===== src/rtl/arb_pkg.sv =====
// Shared types and a reference round-robin scan for the rr_mux_arbiter block.
package arb_pkg;

    localparam int unsigned MAX_REQ   = 16;
    localparam int unsigned MAX_SEL_W = 4;

    typedef enum logic {IDLE, BUSY} arb_state_t;

    // Scan ptr, ptr+1, ... (mod n) and return {found, idx} of the first set bit.
    function automatic logic [MAX_SEL_W:0] rr_pick(input logic [MAX_REQ-1:0]   valid,
                                                   input logic [MAX_SEL_W-1:0] ptr,
                                                   input int unsigned          n);
        logic                 found;
        logic [MAX_SEL_W-1:0] idx;
        logic [MAX_SEL_W-1:0] cand;
        found = 1'b0;
        idx   = '0;
        for (int unsigned i = 0; i < MAX_REQ; i++) begin
            cand = MAX_SEL_W'((32'(ptr) + i) % n);
            if (!found && (i < n) && valid[cand]) begin
                found = 1'b1;
                idx   = cand;
            end
        end
        return {found, idx};
    endfunction

endpackage


===== src/rtl/rr_mux_arbiter_if.sv =====
// Requester-side and downstream valid/ready channel of the round-robin mux arbiter.
interface rr_mux_arbiter_if #(
    parameter int unsigned N_REQ  = 4,
    parameter int unsigned DWIDTH = 32
);
    localparam int unsigned SEL_W = (N_REQ > 1) ? $clog2(N_REQ) : 1;

    logic [N_REQ-1:0]  req_valid;
    logic [DWIDTH-1:0] req_data [N_REQ];
    logic [N_REQ-1:0]  req_ready;
    logic              out_valid;
    logic [DWIDTH-1:0] out_data;
    logic              out_ready;
    logic [SEL_W-1:0]  sel;

    modport master (
        input  req_valid, req_data, out_ready,
        output req_ready, out_valid, out_data, sel
    );

    modport slave (
        output req_valid, req_data, out_ready,
        input  req_ready, out_valid, out_data, sel
    );

endinterface


===== src/rtl/rr_priority_pick.sv =====
// Rotating priority picker: rotate by ptr, find the lowest set bit, un-rotate.
module rr_priority_pick #(
    parameter int unsigned N_REQ = 4,
    parameter int unsigned SEL_W = 2
) (
    input  logic [N_REQ-1:0] valid,
    input  logic [N_REQ-1:0] mask,
    input  logic [SEL_W-1:0] ptr,
    output logic             found,
    output logic [SEL_W-1:0] idx
);
    localparam int unsigned SUM_W = SEL_W + 1;

    logic [N_REQ-1:0]   masked;
    logic [2*N_REQ-1:0] dbl;
    logic [N_REQ-1:0]   rot;
    logic [SEL_W-1:0]   off;
    logic [SUM_W-1:0]   sum;

    always_comb begin
        masked = valid & ~mask;
        dbl    = {masked, masked} >> ptr;
        rot    = dbl[N_REQ-1:0];
        found  = |rot;
        off    = '0;
        for (int i = int'(N_REQ) - 1; i >= 0; i--) begin
            if (rot[i]) off = SEL_W'(i);
        end
        sum = {1'b0, ptr} + {1'b0, off};
        if (sum >= SUM_W'(N_REQ)) sum = sum - SUM_W'(N_REQ);
        idx = sum[SEL_W-1:0];
    end

endmodule


===== src/rtl/rr_mux_arbiter.sv =====
// Round-robin arbiter sharing one downstream valid/ready channel between N_REQ requesters.
// Define RR_MUX_ARBITER_SVA_EN (with SIM undefined) to compile in embedded properties.
module rr_mux_arbiter
    import arb_pkg::*;
#(
    parameter int unsigned N_REQ  = 4,
    parameter int unsigned DWIDTH = 32
) (
    input  logic             clk,
    input  logic             rst_n,
    rr_mux_arbiter_if.master bus
);
    localparam int unsigned SEL_W = (N_REQ > 1) ? $clog2(N_REQ) : 1;

    arb_state_t        state, state_nxt;
    logic [SEL_W-1:0]  ptr, ptr_nxt;
    logic [SEL_W-1:0]  gnt_idx, gnt_nxt;
    logic              out_valid_q;
    logic [SEL_W-1:0]  ptr_inc;
    logic [N_REQ-1:0]  gnt_oh;
    logic [SEL_W-1:0]  pick_ptr;
    logic [N_REQ-1:0]  pick_mask;
    logic              pick_found;
    logic [SEL_W-1:0]  pick_idx;
    logic [DWIDTH-1:0] mux_data;
    logic              xfer;

    assign ptr_inc = (gnt_idx == SEL_W'(N_REQ - 1)) ? '0 : gnt_idx + SEL_W'(1);
    assign gnt_oh  = N_REQ'(1) << gnt_idx;
    assign xfer    = out_valid_q && bus.out_ready;

    // In BUSY the picker looks ahead past the current grant so a hit can follow back-to-back.
    assign pick_ptr  = (state == BUSY) ? ptr_inc : ptr;
    assign pick_mask = (state == BUSY) ? gnt_oh : '0;

    rr_priority_pick #(
        .N_REQ (N_REQ),
        .SEL_W (SEL_W)
    ) u_pick (
        .valid (bus.req_valid),
        .mask  (pick_mask),
        .ptr   (pick_ptr),
        .found (pick_found),
        .idx   (pick_idx)
    );

    always_ff @(posedge clk or negedge rst_n) begin
        if (!rst_n) begin
            state       <= IDLE;
            ptr         <= '0;
            gnt_idx     <= '0;
            out_valid_q <= 1'b0;
        end else begin
            state       <= state_nxt;
            ptr         <= ptr_nxt;
            gnt_idx     <= gnt_nxt;
            out_valid_q <= (state_nxt == BUSY);
        end
    end

    always_comb begin
        state_nxt = state;
        ptr_nxt   = ptr;
        gnt_nxt   = gnt_idx;
        case (state)
            IDLE: begin
                if (pick_found) begin
                    gnt_nxt   = pick_idx;
                    state_nxt = BUSY;
                end
            end
            BUSY: begin
                if (xfer) begin
                    ptr_nxt = ptr_inc;
                    if (pick_found) gnt_nxt   = pick_idx;
                    else            state_nxt = IDLE;
                end
            end
            default: state_nxt = IDLE;
        endcase
    end

    assign mux_data      = bus.req_data[gnt_idx];
    assign bus.out_data  = mux_data;
    assign bus.out_valid = out_valid_q;
    assign bus.sel       = gnt_idx;
    assign bus.req_ready = out_valid_q ? (gnt_oh & {N_REQ{bus.out_ready}}) : '0;

`ifdef RR_MUX_ARBITER_SVA_EN
`ifndef SIM
    a_ready_onehot: assert property (@(posedge clk) disable iff (!rst_n)
        $onehot0(bus.req_ready));
    a_ready_implies: assert property (@(posedge clk) disable iff (!rst_n)
        (|bus.req_ready) |-> (bus.out_valid && bus.out_ready));
    a_hold_stable: assert property (@(posedge clk) disable iff (!rst_n)
        (bus.out_valid && !bus.out_ready) |=> ($stable(bus.sel) && $stable(bus.out_data)));
    a_valid_held: assert property (@(posedge clk) disable iff (!rst_n)
        bus.out_valid |-> bus.req_valid[bus.sel]);
    a_sel_range: assert property (@(posedge clk) disable iff (!rst_n)
        32'(bus.sel) < N_REQ);

    for (genvar i = 0; i < int'(N_REQ); i++) begin : g_sva
        a_live: assert property (@(posedge clk) disable iff (!rst_n)
            bus.req_valid[i] |-> s_eventually bus.req_ready[i]);
        c_grant: cover property (@(posedge clk) disable iff (!rst_n)
            bus.req_ready[i]);
    end

    c_back2back: cover property (@(posedge clk) disable iff (!rst_n) xfer ##1 xfer);
    c_ptr_wrap: cover property (@(posedge clk) disable iff (!rst_n)
        xfer && (gnt_idx == SEL_W'(N_REQ - 1)));
`endif
`endif

endmodule


===== src/flat_wrapper.sv =====
// flat-port wrapper written by rule: the top's interface ports become plain ports
module rr_mux_arbiter_flat import arb_pkg::*;
#(
    parameter int unsigned N_REQ  = 4,
    parameter int unsigned DWIDTH = 32
)
  (clk, rst_n, bus_req_valid, bus_req_data, bus_out_ready, bus_req_ready, bus_out_valid, bus_out_data, bus_sel);
  rr_mux_arbiter_if #(.N_REQ(N_REQ), .DWIDTH(DWIDTH)) bus_i ();
  input  logic clk;
  input  logic rst_n;
  input wire logic [$bits(bus_i.req_valid)-1:0] bus_req_valid;
  input wire logic [$bits(bus_i.req_data)-1:0] bus_req_data;
  input wire logic [$bits(bus_i.out_ready)-1:0] bus_out_ready;
  output wire logic [$bits(bus_i.req_ready)-1:0] bus_req_ready;
  output wire logic [$bits(bus_i.out_valid)-1:0] bus_out_valid;
  output wire logic [$bits(bus_i.out_data)-1:0] bus_out_data;
  output wire logic [$bits(bus_i.sel)-1:0] bus_sel;
  assign bus_i.req_valid = bus_req_valid;
  assign bus_i.req_data = {>>{bus_req_data}};
  assign bus_i.out_ready = bus_out_ready;
  assign bus_req_ready = bus_i.req_ready;
  assign bus_out_valid = bus_i.out_valid;
  assign bus_out_data = bus_i.out_data;
  assign bus_sel = bus_i.sel;
  rr_mux_arbiter #(.N_REQ(N_REQ), .DWIDTH(DWIDTH)) u_core (.clk(clk), .rst_n(rst_n), .bus(bus_i));
endmodule

===== config.mk =====
export PLATFORM = sky130hd
export DESIGN_NAME = rr_mux_arbiter_flat
export DESIGN_NICKNAME = d
export VERILOG_FILES = /design/src/rtl/arb_pkg.sv /design/src/rtl/rr_mux_arbiter_if.sv /design/src/rtl/rr_priority_pick.sv /design/src/rtl/rr_mux_arbiter.sv /design/src/flat_wrapper.sv
export SDC_FILE = /design/constraint.sdc
export NUM_CORES = 1
export LEC_CHECK = 0
export CORE_ASPECT_RATIO = 1.4
export CORE_MARGIN = 2
export CORE_UTILIZATION = 25
export CTS_BUF_LIST = sky130_fd_sc_hd__clkbuf_8
export DETAILED_ROUTE_END_ITERATION = 16
export PLACE_DENSITY = 0.83
export SLEW_MARGIN = 40
export SYNTH_ARGS = -nofsm -noshare
export SYNTH_HDL_FRONTEND = slang
export SYNTH_SLANG_ARGS = --single-unit
export TNS_END_PERCENT = 20

===== constraint.sdc =====
create_clock -name clk -period 4.75 [get_ports clk]
set_input_delay 0.475 -clock clk [delete_from_list [all_inputs] [get_ports clk]]
set_output_delay 0.475 -clock clk [all_outputs]
set_load 0.02 [all_outputs]

# --- Word-level counts from Yosys, hierarchy flattened ---
# Cells that the tools add are included.
totals:
  reg_bits: 5
  latchBits: 0
  ramBits: 0
  rom_bits: 0
  in_bits: 135
  memories: 0
classes:
  add_sub_neg: 3
  mul: 0
  div_mod_pow: 0
  order_cmp: 2
  eq_ne: 2
  shifts: 2
  mux: 18
  bitwise_logic: 5
  reduce_logical: 3
op_table:
  columns: ["op", "n"]
  rows:
  - ["32-bit binary-select mux with 2-bit select", 1]
  - ["32-bit two-way mux", 2]
  - ["2-bit two-way mux", 9]
  - ["4-bit AND", 2]
  - ["4-bit two-way mux", 2]
  - ["8-bit by 2-bit right shift with 4-bit output", 1]
  - ["3-bit >= comparator, second input constant", 2]
  - ["4-bit NOT", 1]
  - ["2-bit case mux with 2 select lines", 1]
  - ["4-bit OR reduction", 1]
  - ["1-bit by 2-bit << shifter with 4-bit output, first input constant", 1]
  - ["2-bit by 2-bit adder with 3-bit output", 1]
  - ["2-bit NOT with 3-bit output", 1]
  - ["2-bit by 1-bit adder with 2-bit output, second input constant", 1]
  - ["2-bit == test, second input constant", 1]
  - ["1-bit two-way mux", 2]
  - ["2-bit != test, second input constant", 1]
  - ["1-bit case mux with 2 select lines", 1]
  - ["2-bit AND reduction", 1]
  - ["2-bit by 1-bit subtractor with 2-bit output, second input constant", 1]
  - ["1-bit logical AND", 1]
  - ["1-bit NOT", 1]

# --- Longest topological paths before layout ---
depth:
  ltp_word: 15
  depth_mapped: 13
  ltp_nobuf: 11

# --- Cells and area by module ---
# Synthesis repeated with hierarchy kept, for this count alone.
hier_totals:
  cells_unflattened: 93
  hier_area_um2: 1338.8
by_module_without_submodules:
  columns: ["mod", "n_inst", "cells_each", "area_each_um2", "seq_area_each_um2"]
  rows:
  - ["rr_mux_arbiter", 1, 71, 1149.9, 125.1]
  - ["rr_priority_pick", 1, 22, 188.9, 0.0]

# --- Worst setup path after synthesis ---
# Ideal clock, no wire load.
synth_path:
  kind: "register to register"
  start: "register u_core.gnt_idx[1] (netlist: u_core.bus.sel[1])"
  end: "register u_core.gnt_idx[1] (netlist: u_core.bus.sel[1])"
  setup_time_ns: 0.080
  t_arrival_ns: 3.118
  required_ns: 4.670
  path_slack_ns: 1.552
  stages_incl_launch_ff: 14
  path_buffers: 2
  synth_period_minus_slack_ns: 3.198
  cell_sequence: "dfrtp_1 -> clkbuf_1 -> clkbuf_1 -> inv_1 -> ha_1 -> mux2i_2 -> nand2_1 -> a22oi_1 -> o211ai_1 -> o31a_1 -> ha_1 -> xor2_1 -> or4_1 -> o211ai_2"
synth_lines:
  columns: ["element", "line", "text"]
  rows:
  - ["start, declared", "rr_mux_arbiter.sv:17", "logic [SEL_W-1:0] gnt_idx, gnt_nxt;"]
  - ["start signal, assigned", "rr_mux_arbiter.sv:56", "gnt_idx <= gnt_nxt;"]
  - ["2-bit by 1-bit adder with 2-bit output / 2-bit == test (equally long branches)", "rr_mux_arbiter.sv:28", "assign ptr_inc = (gnt_idx == SEL_W'(N_REQ - 1)) ? '0 : gnt_idx + SEL_W'(1);"]
  - ["2-bit two-way mux *", "rr_mux_arbiter.sv:28", null]
  - ["via u_core.ptr_inc[1]", "rr_mux_arbiter.sv:19", "logic [SEL_W-1:0] ptr_inc;"]
  - ["2-bit two-way mux *", "rr_mux_arbiter.sv:33", "assign pick_ptr = (state == BUSY) ? ptr_inc : ptr;"]
  - ["8-bit by 2-bit right shift with 4-bit output", "rr_priority_pick.sv:22", "dbl = {masked, masked} >> ptr;"]
  - ["2-bit two-way mux (4 in series)", "rr_priority_pick.sv:27", "if (rot[i]) off = SEL_W'(i);"]
  - ["2-bit by 2-bit adder with 3-bit output", "rr_priority_pick.sv:29", "sum = {1'b0, ptr} + {1'b0, off};"]
  - ["3-bit >= comparator / 2-bit by 1-bit subtractor with 2-bit output (equally long branches)", "rr_priority_pick.sv:30", "if (sum >= SUM_W'(N_REQ)) sum = sum - SUM_W'(N_REQ);"]
  - ["2-bit two-way mux", "rr_priority_pick.sv:30", null]
  - ["2-bit two-way mux *", "rr_mux_arbiter.sv:67, rr_mux_arbiter.sv:75", null]
  - ["2-bit two-way mux", "rr_mux_arbiter.sv:73", "if (xfer) begin"]
  - ["2-bit case mux with 2 select lines *", "rr_mux_arbiter.sv:65", "case (state)"]
# The timed path passes the listed nets; every way through them passes the cells marked *. The select of a mux whose other input is x is not followed.
# A chain may end at the register's enable or synchronous reset.

# --- Final worst setup path ---
layout_path:
  start: "register u_core.gnt_idx[0] (netlist: u_core.bus.sel[0])"
  end: "output bus_out_data[0]"
layout_via:
  elab_chain_len: 4
layout_lines:
  columns: ["element", "line", "text"]
  rows:
  - ["2-bit NOT with 3-bit output (implied by the code)", "rr_mux_arbiter.sv:83", "assign mux_data = bus.req_data[gnt_idx];"]
  - ["32-bit binary-select mux with 2-bit select", "rr_mux_arbiter.sv:83", null]
  - ["32-bit two-way mux (implied by the code) (2 in series)", "rr_mux_arbiter.sv:83", null]
  - ["end, declared", "flat_wrapper.sv:16", "output wire logic [$bits(bus_i.out_data)-1:0] bus_out_data;"]
# Every way passes these cells. The select of a mux whose other input is x is not followed.

==> flow_summary_export.csv <==
group,metric,value,unit
global_routing,met3_usage,0.0693,
synth,synth.avg_cell_area,12.8,um^2
timing,slew_headroom,0.661,
power,share_comb_of_total_power,0.885,
drt,antenna_left,0,
floorplan,start_util,0.255,
global_routing,grt_usage,0.178,
drt,wl_per_cell,17.1,um
global_routing,grt-ovfl-total,0,
power,irDropWorstVdd,0.366,mV
drt,routed_wl,5.78,mm
drt,drt_iter0_drc,38,
timing,fin_crit_sh,0.609,
clock_network,root_buffer,"clkbuf_8",
setup_path,path_class,"register to output pin",
clock_network,cts_setup_buffers,0,
synth,yosysWarnings,0,
clock_network,clock_latency,220,ps
clock_network,clk_transition_reported_paths,40,ps
global_routing,grt_max_degree,37,
finish,drive_above_1_share,0.170,
floorplan,rows,31,
power,powerDensity,488,mW/mm^2
job,cap_violations,0,
floorplan,die_w,64.8,um
drt,viasPerCell,4.96,
finish,final_core_util,0.615,
min_path,hold_class,"primary input to asynchronous set/reset pin",
global_routing,grt_pass1_wl,7.97,mm
timing,setup_ws,1860,ps
power,switching_share,0.438,
clock_network,clock_sinks,5,
timing,setup_viol,0,
clock_network,cts_resized,0,
finish,nFillCells,419,
clock_network,cts-hold-fix-buffers,0,
setup_path,start_kind,"register",
clock_network,numCtsBuffers,3,
timing,rsz0062_at_grt,"no",
placement,place.gp.congestion,0.761,
outcome,status,"finished, final reports clean",
power,intPower,856,uW
placement,dp_hpwl,4.97,mm
drt,drt_first_pass_iters,4,
timing,fmax,346,MHz
synth,synth-seq-area-share,0.0967,
global_routing,grt_antenna_before_repair,0,
setup_path,crit_fanout,29,
power,p_leak,1.15,nW
synth,ys_ff_latch,5,
finish,final_nets,412,
setup_path,cp.arrival,2420,ps
power,power.share.clock,0.051,
clock_network,clockBufferDepth,2,
setup_path,worstPathRequired,4280,ps
timing,worst_slew_pin_slew,509,ps
power,power.switching,668,uW
synth,synth_area,0.00129,mm^2
global_routing,first_global_vias,1620,
floorplan,io_pins,174,
timing,slew_viol_final,0,
finish,diodes,0,
power,seq_power_share,0.064,
floorplan,core_area,0.00508,mm^2
clock_network,tritoncts,"done",
timing,period_minus_slack,2890,ps
finish,area_growth,141,%
synth,syn_inst,101,
clock_network,htreeDepth,1,
timing,final_hold_viol_count,0,
drt,vias,1670,
timing,fin_skew,2.56,ps
placement,io_buffer_count,173,
drt,drc,0,
synth,syn_nets,241,
synth,synth_ff_type,"dfrtp_1",
floorplan,die_y,89.1,um
synth,synth-edff-count,0,
timing,tns,0,ps
global_routing,grt_busiest_layer,"met2",
placement,dpl_worst_slack,1880,ps
synth,synth-async-reset-ratio,1.00,
global_routing,use_met1,0.193,
global_routing,use_met2,0.331,
synth,yosysUniqueCellTypes,36,
setup_path,cp-end-kind,"output pin",
floorplan,dieArea,0.00577,mm^2
routing by layer:
layer	vias up	share of wire	routed length (um)
li1	774	-	-
met1	786	0.33	1910
met2	110	0.54	3140
met3	0	0.13	730
met4	0	0	0
met5	-	0	0
layout by cell type, fill, tap and decap left out, types with 3 or more instances in the layout:
| master | n |
|---|---|
| nand2b_1 | 3 |
| nand2_1 | 8 |
| mux4_2 | 32 |
| a21oi_1 | 3 |
| clkbuf_8 | 3 |
| clkdlybuf4s50_1 | 173 |
| ha_1 | 5 |
| and3_1 | 4 |
| dfrtp_1 | 4 |
cells by family after synthesis:
kind of cell | synth area share
multiplexers | 0.585
XOR/XNOR | 0.00677
AND/OR/NAND/NOR | 0.128
AO/OA/AOI/OAI | 0.0938
buffers and inverters | 0.0416
flip-flops | 0.0967
adder cells (fa/ha/maj) | 0.0484
cell usage after synthesis, types with 2 or more instances:
| cell type | instances | area share |
|---|---|---|
| buf_2 | 4 | 0.015 |
| mux4_2 | 32 | 0.56 |
| a21boi_1 | 2 | 0.012 |
| a21oi_1 | 3 | 0.012 |
| or4_1 | 2 | 0.012 |
| inv_1 | 2 | 0.0058 |
| nand2b_1 | 3 | 0.015 |
| clkbuf_1 | 3 | 0.0087 |
| and3_1 | 4 | 0.019 |
| dfrtp_1 | 5 | 0.097 |
| ha_1 | 5 | 0.048 |
| o211ai_1 | 2 | 0.012 |
| nor3b_1 | 2 | 0.012 |
| nand2_1 | 8 | 0.023 |
| nand4_1 | 2 | 0.0097 |
| nor2_1 | 2 | 0.0058 |
critical path, cell delays in order (launching register included):
cell and delay, ps:
dfrtp_2 530, buf_4 500, mux4_2 560, clkdlybuf4s50_1 580
through the flow:
| step | area [um^2] | std cells | power [mW] | hold WS, ps |
|---|---|---|---|---|
| 4_1_cts | 3120 | 337 | 1.54 | 485 |
| 2_1_floorplan | 1290 | 101 | 0.938 | 179 |
| 3_3_place_gp | 3080 | 333 | 1.44 | 503 |
| 3_5_place_dp | 3080 | 333 | 1.46 | 518 |
| 5_1_grt | 3120 | 337 | 1.62 | 489 |
| 6_report | 3120 | 337 | 1.52 | 485 |
worst paths after layout:
check / cells after the start / slack [ps] / endpoint / start
min reg2reg: 1 / 540 / u_core.ptr[1] / u_core.ptr[1]
min: 1 / 490 / u_core.state / rst_n
max: 3 / 1860 / bus_out_data[0] / u_core.bus.sel[0]
max reg2reg: 11 / 1880 / u_core.bus.sel[1] / u_core.bus.sel[0]
max in group asynchronous: 1 / 4050 / u_core.bus.sel[0] / rst_n
min in group clk: 1 / 540 / u_core.ptr[1] / u_core.ptr[1]
final cells by class:
class                           instances  area [um^2]  share of cell area
Inverter                                2         7.51             0.00240
Clock buffer                            3         41.3              0.0132
Tap cell                               66         82.6              0.0264
Sequential cell                         5          126              0.0404
Clock inverter                          1         5.00             0.00160
Multi-Input combinational cell         85         1110               0.357
Timing Repair Buffer                  175         1750               0.559
power by group through the flow:
stage | clock [mW] | sequential [mW] | combinational, mW
finish | 0.0785 | 0.0976 | 1.35
detailed placement | 0 | 0.0985 | 1.36
CTS | 0.0817 | 0.0980 | 1.36
global route | 0.0854 | 0.103 | 1.43
floorplan | 0 | 0.0910 | 0.847
global placement | 0 | 0.0973 | 1.34
flip-flops by register name (all words and copies together) (netlist names):
signal and cells:
u_core.ptr 2, u_core.state 1, u_core.bus.sel 2
No activity file was read; power rests on OpenSTA's default activity.
==> edit: new RTL, same settings <==
`DWIDTH` is set to 32 in 3 places; all go to 16.
--- a/src/rtl/rr_mux_arbiter_if.sv
+++ b/src/rtl/rr_mux_arbiter_if.sv
@@ -3,3 +3,3 @@
     parameter int unsigned N_REQ  = 4,
-    parameter int unsigned DWIDTH = 32
+    parameter int unsigned DWIDTH = 16
 );
--- a/src/rtl/rr_mux_arbiter.sv
+++ b/src/rtl/rr_mux_arbiter.sv
@@ -6,3 +6,3 @@
     parameter int unsigned N_REQ  = 4,
-    parameter int unsigned DWIDTH = 32
+    parameter int unsigned DWIDTH = 16
 ) (
--- a/src/flat_wrapper.sv
+++ b/src/flat_wrapper.sv
@@ -4,3 +4,3 @@
     parameter int unsigned N_REQ  = 4,
-    parameter int unsigned DWIDTH = 32
+    parameter int unsigned DWIDTH = 16
 )
Interface: changed (resized bus_out_data and bus_req_data); port bits go from 174 to 94. The function was not compared with the original's and may differ.
==> edit against the unedited design <==
Maximum frequency down 10%. Wire length down 38%. Utilization down 7.7 points. Die area down 28%. Area after synthesis down 29%. First-iteration DRC count down 68%. Power down 34%. Worst setup slack worse by 0.33 ns. Sequential cell count unchanged. Via count down 36%. Final area down 38%.
==> edit: results (changes against the unedited design) <==
metric,value,unit,change
synth_ff_type,dfrtp_1,,
cts-buffers-inserted,3,,unchanged
vias_per_cell,4.94,,-0.32%
fill_cells,333,,-21%
hold_ws,0.474,ns,-0.0114 ns
grt_pass1_vias,1076,,-34%
num_vias,1067,,-36%
synthAdderAreaFrac,6.86,%,+2.0 points
critical_path_peak_fanout,21,,-28%
htreeDepth,1,,unchanged
root_buffer,clkbuf_8,,
place_hpwl,3100,um,-38%
outcome,finished clean,,
grt_pass1_wl,5290,um,-34%
placed_cells_incl_taps,212,,-36%
finalClockSkew,0.00123,ns,-0.00133 ns
max_slew.worst_pin.slew,0.823,ns,+0.314 ns
muxShareOfSynthArea,43.5,%,-15 points
yosysSeqAreaShare,13.7,%,+4.0 points
drtPass1Iterations,4,,unchanged
yosys-top-cells-area,"mux4_2 (40%), dfrtp_1 (14%), ha_1 (6.9%)",,
track_usage,18.4,%,+0.58 points
power_leakage,0.742,nW,-36%
grt_max_degree,24,,-35%
timing.critical_path.slowest_stage_cell,dfrtp_1,,
synthCells,81,,-20%
gp_congestion,0.814,,+7.0%
synthTopCellsByCount,"mux4_2 (16), nand2_1 (9), dfrtp_1 (5), ha_1 (5), and3_1 (4)",,
yosysUniqueCellTypes,33,,-8.3%
cp.arrival,3.37,ns,+0.95 ns
vdd_drop_max,0.363,mV,-0.88%
nets,251,,-39%
drive_gt1_share,16.1,%,-0.88 points
drt-total-wl,3560,um,-38%
max_stage_delay,0.87,ns,+0.29 ns
synth-compound-area-share,13.3,%,+3.9 points
drtIter0Drc,12,,-68%
synth_xor_area_share,0.960,%,+0.28 points
postCtsSetupBuffers,0,,unchanged
reg2reg_slack,1.52,ns,-0.36 ns
clk_latency,0.22,ns,about the same
syn_nets,157,,-35%
numPortBuffers,93,,-46%
## edit: cell type report
cell class	instances	area [sq um]	area share [%]
clock buffer	3	41.3	2.15
clock inverter	1	3.75	0.195
multi-input combinational	69	754	39.2
timing repair buffer	94	938	48.8
inverter	2	7.51	0.390
tap	42	52.6	2.73
sequential	5	125	6.51
## edit: metal layers
metal  up-vias  track usage, %  wire (um)
li1        514               -          -
met1       491            16.8       1100
met2        53            36.9       2000
met3         9            4.31        354
met4         0            6.78         93
met5         -               0          0
## edit: through the flow
stage | cell area (sq um) | setup slack [ns]
floorplan | 912 | 1.47
global placement | 1880 | 1.60
detailed placement | 1880 | 1.51
CTS | 1920 | 1.50
global route | 1920 | 1.24
finish | 1920 | 1.52
## edit: worst paths after layout
| path | startpoint | to | cells past startpoint |
|---|---|---|---|
| max | u_core.bus.sel[1]$_DFFE_PN0P_ | u_core.bus.sel[1]$_DFFE_PN0P_ | 11 |
| min | rst_n | u_core.state$_DFF_PN0_ | 1 |
| max reg2reg | u_core.bus.sel[1]$_DFFE_PN0P_ | u_core.bus.sel[1]$_DFFE_PN0P_ | 11 |
| min reg2reg | u_core.ptr[1]$_DFFE_PN0P_ | u_core.ptr[1]$_DFFE_PN0P_ | 1 |
| max in group asynchronous | rst_n | u_core.ptr[0]$_DFFE_PN0P_ | 1 |
| min in group clk | u_core.ptr[1]$_DFFE_PN0P_ | u_core.ptr[1]$_DFFE_PN0P_ | 1 |
## edit: critical path: cells and delay by family, from the launching register on
family	cells	cell delay (ns)
AO/OA/AOI/OAI	4	0.53
XOR/XNOR	1	0.16
buffers and inverters	1	0.14
multiplexers	1	0.37
adder cells (fa/ha/maj)	2	0.52
flip-flops	1	0.87
AND/OR/NAND/NOR	2	0.56
## edit: kinds of logic after synthesis
| family | after synthesis |
|---|---|
| simple gates | 29 |
| mux | 19 |
| compound gates | 15 |
| buf+inv | 7 |
| fa+ha+maj | 5 |
| flops | 5 |
| xor+xnor | 1 |
## edit: power by group
group	internal (mW)	leakage [nW]	switching, mW
clock	0.0554	0.0269	0.0209
combinational	0.448	0.657	0.372
sequential	0.0623	0.0574	0.0452
